$ cat src/rtl/injection_queue.sv
// ---------------------------------------------------------------------------
// injection_queue
//
// Per-node injection buffer between a traffic source and the router's local
// input port. Packets strobed in by the source are held in a DEPTH-entry FIFO
// and presented to the router until accepted. Self-addressed packets are
// dropped as loopback. Packets arriving at a full queue are dropped as
// overflow. Both kinds of drop are counted.
//
// Parameters
//   id     node id; a packet whose destination field equals id is a loopback.
//          The default of -1 never matches a destination, so nothing is
//          treated as loopback.
//   DEPTH  number of FIFO entries; a power of two from 2 to 16.
//   CNT_W  width of the saturating statistics counters.
//
// Ports
//   clk       rising-edge clock
//   reset     asynchronous active-low reset
//   in_data   packet from the source; [ADDR_SZ-1:0] = destination,
//             upper bits = payload
//   in_req    one-cycle strobe qualifying in_data
//   in_busy   backpressure to the source (asserted at count >= DEPTH-1)
//   out_data  head-of-queue packet
//   out_req   out_data is valid (queue not empty)
//   out_busy  router cannot accept this cycle
//   flush     synchronous clear of the queue contents
//   count     current occupancy, 0..DEPTH
//   sent_cnt  packets forwarded to the router
//   drop_cnt  packets dropped because the queue was full
//   loop_cnt  packets dropped as loopback
//   overflow  sticky; set by the first full-drop, cleared only by reset
//
// Handshake: out_req/out_busy is a hold-until-accepted valid/ready pair. A
// transfer happens at a rising edge where out_req=1 and out_busy=0. While
// out_busy=1, out_req and out_data stay stable. The source side has no
// acceptance: in_req is a one-cycle strobe. in_busy is only advisory, and
// the source reacts to it one cycle late.
// ---------------------------------------------------------------------------

`ifndef PAYLOAD_SIZE
`define PAYLOAD_SIZE 8
`endif
`ifndef ADDR_SZ
`define ADDR_SZ 4
`endif

module injection_queue #(
  parameter int id    = -1,
  parameter int DEPTH = 4,
  parameter int CNT_W = 16
) (
  input  logic                              clk,
  input  logic                              reset,
  input  logic [`PAYLOAD_SIZE+`ADDR_SZ-1:0] in_data,
  input  logic                              in_req,
  output logic                              in_busy,
  output logic [`PAYLOAD_SIZE+`ADDR_SZ-1:0] out_data,
  output logic                              out_req,
  input  logic                              out_busy,
  input  logic                              flush,
  output logic [$clog2(DEPTH):0]            count,
  output logic [CNT_W-1:0]                  sent_cnt,
  output logic [CNT_W-1:0]                  drop_cnt,
  output logic [CNT_W-1:0]                  loop_cnt,
  output logic                              overflow
);

  localparam int DW = `PAYLOAD_SIZE + `ADDR_SZ;
  localparam int AW = `ADDR_SZ;
  localparam int PW = $clog2(DEPTH);
  localparam int CW = PW + 1;

  localparam logic [CW-1:0] FULL_LVL = CW'(DEPTH);
  localparam logic [CW-1:0] BUSY_LVL = CW'(DEPTH - 1);

  // The id is compared as a 32-bit pattern. A negative id therefore never
  // equals a zero-extended destination field.
  localparam logic [31:0] ID_BITS = id;

  logic [DW-1:0] mem [DEPTH];
  logic [PW-1:0] wr_ptr;
  logic [PW-1:0] rd_ptr;

  logic          is_loop;
  logic          req_live;
  logic          pop;
  logic          push_cand;
  logic          push;
  logic          full_drop;
  logic          loop_drop;

  // -------------------------------------------------------------------------
  // Event decode
  // -------------------------------------------------------------------------
  always_comb begin
    is_loop   = ({{(32-AW){1'b0}}, in_data[AW-1:0]} == ID_BITS);
    req_live  = in_req && !flush;
    pop       = out_req && !out_busy && !flush;
    push_cand = req_live && !is_loop;
    // A full queue still accepts a push when a pop frees a slot on the same
    // edge. The loopback check comes first, so a loopback packet is never
    // counted as a full-drop.
    push      = push_cand && ((count < FULL_LVL) || pop);
    full_drop = push_cand && !push;
    loop_drop = req_live && is_loop;
  end

  // -------------------------------------------------------------------------
  // Outputs, combinational from registered state
  // -------------------------------------------------------------------------
  always_comb begin
    out_req  = (count != '0);
    out_data = mem[rd_ptr];
    // One slot is held back because the source only sees busy a cycle late.
    in_busy  = (count >= BUSY_LVL);
  end

  // -------------------------------------------------------------------------
  // Storage; not reset, so stale entries simply become invisible
  // -------------------------------------------------------------------------
  always_ff @(posedge clk) begin
    if (push) begin
      mem[wr_ptr] <= in_data;
    end
  end

  // -------------------------------------------------------------------------
  // Pointers and occupancy
  // -------------------------------------------------------------------------
  always_ff @(posedge clk or negedge reset) begin
    if (!reset) begin
      wr_ptr <= '0;
      rd_ptr <= '0;
      count  <= '0;
    end else if (flush) begin
      wr_ptr <= '0;
      rd_ptr <= '0;
      count  <= '0;
    end else begin
      // DEPTH is a power of two, so the natural rollover is the wrap.
      if (push) begin
        wr_ptr <= wr_ptr + 1'b1;
      end
      if (pop) begin
        rd_ptr <= rd_ptr + 1'b1;
      end
      case ({push, pop})
        2'b10:   count <= count + 1'b1;
        2'b01:   count <= count - 1'b1;
        default: count <= count;
      endcase
    end
  end

  // -------------------------------------------------------------------------
  // Saturating statistics and the sticky overflow flag. Flush does not touch
  // them; pop, full_drop and loop_drop are already gated off during flush.
  // -------------------------------------------------------------------------
  always_ff @(posedge clk or negedge reset) begin
    if (!reset) begin
      sent_cnt <= '0;
      drop_cnt <= '0;
      loop_cnt <= '0;
      overflow <= 1'b0;
    end else begin
      if (pop && (sent_cnt != '1)) begin
        sent_cnt <= sent_cnt + 1'b1;
      end
      if (full_drop && (drop_cnt != '1)) begin
        drop_cnt <= drop_cnt + 1'b1;
      end
      if (loop_drop && (loop_cnt != '1)) begin
        loop_cnt <= loop_cnt + 1'b1;
      end
      if (full_drop) begin
        overflow <= 1'b1;
      end
    end
  end

endmodule

$ cat config.mk
export PLATFORM = sky130hd
export DESIGN_NAME = injection_queue
export DESIGN_NICKNAME = d
export VERILOG_FILES = /design/src/rtl/injection_queue.sv
export SDC_FILE = /design/constraint.sdc
export NUM_CORES = 1
export LEC_CHECK = 0
export ABC_AREA = 1
export CAP_MARGIN = 20
export CORE_AREA = 2 2 97 99
export CTS_BUF_LIST = sky130_fd_sc_hd__clkbuf_16
export DETAILED_ROUTE_END_ITERATION = 8
export DIE_AREA = 0 0 99 101
export PLACE_DENSITY = 0.73
export SETUP_SLACK_MARGIN = 0.15
export SYNTH_ARGS = -nofsm -noshare
export SYNTH_HDL_FRONTEND = slang
export SYNTH_SLANG_ARGS = --single-unit
export TNS_END_PERCENT = 100
$ cat constraint.sdc
create_clock -name clk -period 4.5 [get_ports clk]
set_clock_uncertainty 0.05 [all_clocks]
set_input_delay 0.9 -clock clk [delete_from_list [all_inputs] [get_ports clk]]
set_output_delay 0.9 -clock clk [all_outputs]
set_load 0.01 [all_outputs]
# [Word level (Yosys, flattened, before mapping)]
# Memory sizes are Yosys's and may differ from the RTL's.
# Index checks and enable logic that the tools add are counted.
[word_totals] ff_bits=40 latchBits=0 ramBits=48 mem_bits_ro=0 inputBits=17 out_inout_bits=66 memories=1
[memory_table] memory="mem" words=4 width=12 read_ports=1 rd_ports_with_merged_regs=0 wr=1 line="81" rtl="logic [DW-1:0] mem [DEPTH];"
[op_classes] addsub=6 multipliers=0 n_div=0 order_cmp=2 n_eq_ne=4 n_shift=0 mux=8 bitwise=0 n_reduce_logical=15
[ops] op="adder 16 x 1 -> 16 bit, second input constant" count=2
[ops] op="inequality test 16 bit, second input constant" count=2
[ops] op="2-to-1 mux 2 bit" count=4
[ops] op="logical AND 1 bit" count=7
[ops] op="one-hot mux 3 bit (2 select lines)" count=1
[ops] op="nonzero test 3 bit" count=2
[ops] op="adder 2 x 1 -> 2 bit, second input constant" count=2
[ops] op="nonzero test 2 bit" count=2
[ops] op="adder 3 x 1 -> 3 bit, second input constant" count=1
[ops] op=">= comparator 3 x 2 -> 1 bit, second input constant" count=1
[ops] op="zero test 1 bit" count=3
[ops] op="< comparator 3 bit, second input constant" count=1
[ops] op="2-to-1 mux 3 bit" count=1
[ops] op="subtractor 3 x 1 -> 3 bit, second input constant" count=1
[ops] op="equality test 2 x 1 -> 1 bit, second input constant" count=1
[ops] op="equality test 2 bit, second input constant" count=1
[ops] op="2-to-1 mux 1 bit" count=2
[ops] op="logical OR 1 bit" count=1

# [Depth between registers and ports, before layout]
[logic_depth] word_depth=8 mapped_depth=10

# [Worst setup path before layout]
# OpenSTA, ideal clock, no wires.
[synth_timing] path_kind="input port to flip-flop" startpoint="in in_req" endpoint="mem mem[0][0] (netlist bit), enable pin" setup_time_ns=0.380 arrival_ns=1.800 path_slack_ns=2.269 path_stages=4 path_cell_list="inv_1 > nor2_1 > nand2_1 > nor2_1"
[synth_via] elab_chain_cells=4
[synth_rtl] item="start: declaration" line="56" rtl="input logic in_req,"
[synth_rtl] item="logical AND 1 bit" line="98" rtl="req_live = in_req && !flush;"
[synth_rtl] item="logical AND 1 bit" line="104" rtl="push = push_cand && ((count < FULL_LVL) || pop);"
[synth_rtl] item="2-to-1 mux 1 bit" line="123" rtl="if (push) begin"
[synth_rtl] item="2-to-1 mux 1 bit (not written as such)" line="124" rtl="mem[wr_ptr] <= in_data;"
[synth_rtl] item="end: declaration" line="81"
# No other way between the ends.

# [Worst setup path after layout]
[layout_timing] startpoint="reg rd_ptr[0]" endpoint="out out_data[1]"
[layout_via] elab_chain_cells=1
[layout_rtl] item="start: declaration" line="83" rtl="logic [PW-1:0] rd_ptr;"
[layout_rtl] item="start signal: assignment" line="146" rtl="rd_ptr <= rd_ptr + 1'b1;"
[layout_rtl] item="memory read (4 x 12 bit)"
[layout_rtl] item="end: declaration" line="58" rtl="output logic [`PAYLOAD_SIZE+`ADDR_SZ-1:0] out_data,"
# No other way between the ends.

==> results list <==
- Simple-gate share of the synthesized area: 23.7%
- Number of nets in the final layout: 567
- Sequential power share: 43.8%
- Average cell area after synthesis: 9.10 sq um
- The clock period could shrink to 3.51 ns.
- In this run switching power makes up between 20 and 30% of total power.
* Flops & latches, synth: about 90
- H-tree levels: 3
* Global-route wire length before repair: around 14 mm
- Headroom to the max-slew limit came out at 29.0%.
- Post-synthesis share of cell area spent on full adders, half adders and majority gates: 2.19%
* Clock transition at the registers of the reported paths: 0.06 ns
* Overall die area: 10000 sq um
* First-pass DRT Iterations: 4
* WL per Instance: 12.6 microns
- The path class of the tightest hold or removal check is reg2reg.
- Core outline area: 8980 sq um
- The HPWL after detailed placement is 5.97 mm.
- Routed via count divided by cell count: ~5
- Most frequent standard cell in the layout excluding fill and tap cells: sky130_fd_sc_hd__nand2_1
- Startpoint type of the worst setup path: flip-flop
- Portion of total power attributed to combinational logic: around a fifth
- Gate count after technology mapping: 478
- The routed design has 8.29 mm of wire.
- Met1 Track Usage GR: 22.2%
* Setup Buffers After CTS: 0
- Cells with a size suffix above 1 make up 5.47% of the layout.
- Port buffering added 66 buffers.
- The clock reaches the later pin of the worst-skew pair after 0.33 ns.
- Crit-path cells: inv_1, o21ai_0, o22ai_1, clkdlybuf4s50_1
* Leading cell types in the layout, fill and taps excluded: sky130_fd_sc_hd__nand2_1, sky130_fd_sc_hd__nor2_1, sky130_fd_sc_hd__clkdlybuf4s50_1
- The floorplan step set the die width to 99 microns.
- Power per Cell Area: 424 nW/um^2
* Type of the setup path with the least slack: reg2out
* Met2 GRT Util: a little under a third
- RSZ-0062 raised after global routing: no
- Total number of vias: between 3000 and 4000
- The final number of hold-violating endpoints came to 0.
* Fraction of synthesized cell area in xor and xnor cells: under 10%
- Max Buffers Root-to-Sink: 2
- Antenna violations before repair: 0
- The run finished with clean final reports.
* Final ANT Viol Nets: 0
- GRT met3 Usage: between 4 and 5%
* Sink Count: 88
* Distinct cell type count of the synthesized netlist: 30
- Fin crit share: between 70% and 80%
- The via count of the first global-routing pass came to around 3200.
- # setup viols final: 0
- Entering global routing, the biggest net connects 41 pins.
- CTS placed an instance of sky130_fd_sc_hd__clkbuf_16 at the clock tree root.
- For this design the static power due to leakage is 2.18 nW.
- Global routing finished with a remaining overflow of 0.
- For this run, design rule violations remaining after detail routing come to 0.
- For the worst setup path, the data arrival time is 2.56 ns.
* Number of top-level pins: 83
* Multiplexer fraction of the synthesized cell area: 0%
- Warnings from Yosys: 0
- Max IR drop VDD: 0.229 mV
- The first routing iteration left 94 violations.
- Clock share of power: around a third
- Internal cell power: 1.64 mW
- The initialized floorplan defines 35 standard-cell rows.
- Worst endpoint required time: approximately 3.6 ns
- TritonCTS clock tree: yes
- Total negative slack for setup checks: 0 ns
- Hold-fix buffer count after cts: 0
- Static timing analysis puts the maximum clock frequency at 0.285 GHz.
- GPL Wtd Cong: 0.828
- Layer carrying the most global-route usage: met2
- After synthesis, flip-flops and latches occupy 56.1% of the total area.
- Max-capacitance violation count: 0
- Final setup margin: 0.995 ns
- For this configuration, the core starts out at a cell density of 48.5%.
- Critical path endpoint category: primary output
* Slowest Stage Delay on Critical Path: around 0.8 ns
- Clock tree synthesis inserted a total of 9 buffers.
- Transition at the pin with the smallest max-transition slack: 1.06 ns
* Area of the mapped netlist: 4350 sq um
- At the placement stage, the worst setup path has a slack of approximately 1.4 ns.
- Among all stages on the critical path, the largest delay is contributed by sky130_fd_sc_hd__dfrtp_1.
- Area growth from synthesis to layout: 22.8%
- Cell type with the largest total area after synthesis: sky130_fd_sc_hd__edfxtp_1
- Diodes inserted: 0
* Critical path peak fanout: 27
- Area contributors post-synth: sky130_fd_sc_hd__edfxtp_1, sky130_fd_sc_hd__dfrtp_1, sky130_fd_sc_hd__nand2_1
- The synthesized design devotes to its leading area cell type 33.1% of total area.
- Largest family of logic cells by synthesized area: simple AND/OR/NAND/NOR gates
* Quantity of gates resized following cts: 0
- The count of pins over their slew limit was 0.
* Global Route Usage Sum: around 18%
* Compound-cell area share of the yosys netlist: under 10%
- Die height: roughly 100 microns
- For this design the total switching power over the nets is 0.629 mW.
[area by class of cell]
cell class | count | area [sq um]
Timing Repair Buffer | 66 | 656
Tap cell | 111 | 139
Multi-Input combinational cell | 351 | 1680
Fill cell | 753 | 3630
Inverter | 27 | 101
Sequential cell | 88 | 2440
Clock inverter | 7 | 101
Clock buffer | 9 | 225
[registers in the layout, summed over array words and instances, names as in the netlist]
name / count
wr_ptr: 2
drop_cnt: 16
sent_cnt: 16
mem: 48
overflow: 1
rd_ptr: 2
count: 3
[routing by layer]
metal | wire length [microns] | share of wire, %
met1 | 3700 | 45
met2 | 4070 | 49
met3 | 418 | 5.0
met4 | 99 | 1.2
met5 | 0 | 0
[metrics by stage]
stage          instance area [sq um]  hold WS, ns  std cells  utilization (%)  power [mW]
2_1_floorplan                   4410        0.462        493                -        1.26
3_3_place_gp                    5020        0.407        643             55.9        1.48
3_5_place_dp                    5020        0.409        643             55.9        1.49
4_1_cts                         5350        0.425        659             59.5        2.29
5_1_grt                         5350        0.455        659             59.5        2.38
6_report                        5350        0.419        659             59.5        2.27
[cell usage after synthesis]
library cell               instances
sky130_fd_sc_hd__nand2_2           3
sky130_fd_sc_hd__a21oi_1           3
sky130_fd_sc_hd__nand3_1          13
sky130_fd_sc_hd__dfrtp_1          40
sky130_fd_sc_hd__nand2_4           1
sky130_fd_sc_hd__buf_4            18
sky130_fd_sc_hd__nor2_1           67
sky130_fd_sc_hd__nand3_4           1
sky130_fd_sc_hd__xor2_1            5
sky130_fd_sc_hd__o21bai_1          1
sky130_fd_sc_hd__edfxtp_1         48
sky130_fd_sc_hd__nor3_1            1
sky130_fd_sc_hd__nand2_1         158
sky130_fd_sc_hd__fa_1              1
sky130_fd_sc_hd__or2_2             1
sky130_fd_sc_hd__ha_1              6
sky130_fd_sc_hd__o21bai_4          1
sky130_fd_sc_hd__o22ai_1          12
sky130_fd_sc_hd__nor2_2            2
sky130_fd_sc_hd__nand4_1           3
sky130_fd_sc_hd__inv_2             1
sky130_fd_sc_hd__clkbuf_1          7
sky130_fd_sc_hd__nor2_4            2
sky130_fd_sc_hd__inv_1            25
sky130_fd_sc_hd__clkinv_1          1
sky130_fd_sc_hd__buf_6             2
sky130_fd_sc_hd__conb_1            1
sky130_fd_sc_hd__o21ai_0          35
sky130_fd_sc_hd__xnor2_1          18
sky130_fd_sc_hd__nand3_2           1
[cells by family (layout without fill, tap and decap cells)]
group           Yosys count  after routing
compound gates           52             52
xor+xnor                 23             23
fa+ha+maj                 7              7
buf+inv                  54            109
flops                    88             88
other cells               1             16
simple gates            253            253
[final timing paths]
kind | cells after the start | end | startpoint | slack, ns
setup / recovery | 4 | out_data[1] | rd_ptr[0]$_DFFE_PN0P_ | 0.99
hold / removal | 1 | overflow$_DFFE_PN0P_ | overflow$_DFFE_PN0P_ | 0.42
setup reg to reg | 3 | mem[3][10]$_DFFE_PP_ | count[2]$_DFFE_PN0P_ | 2.50
hold reg to reg | 1 | overflow$_DFFE_PN0P_ | overflow$_DFFE_PN0P_ | 0.42
max in group asynchronous | 1 | sent_cnt[13]$_DFFE_PN0P_ | reset | 3.21
min in group asynchronous | 1 | count[0]$_DFFE_PN0P_ | reset | 0.64
[critical path: cells and delay by family (launching register included)]
kind            cells  cell delay [ns]
compound gates      2             0.41
buf+inv             2             1.01
flops               1             0.81
[power by group through the flow]
stage,Sequential [mW],Clock [mW],Combinational [mW]
global placement,1.01,0,0.469
detailed placement,1.01,0,0.479
floorplan,0.995,0,0.268
global route,1.01,0.845,0.532
finish,0.992,0.800,0.475
CTS,0.993,0.815,0.480
(Power assumes the default switching activity.)
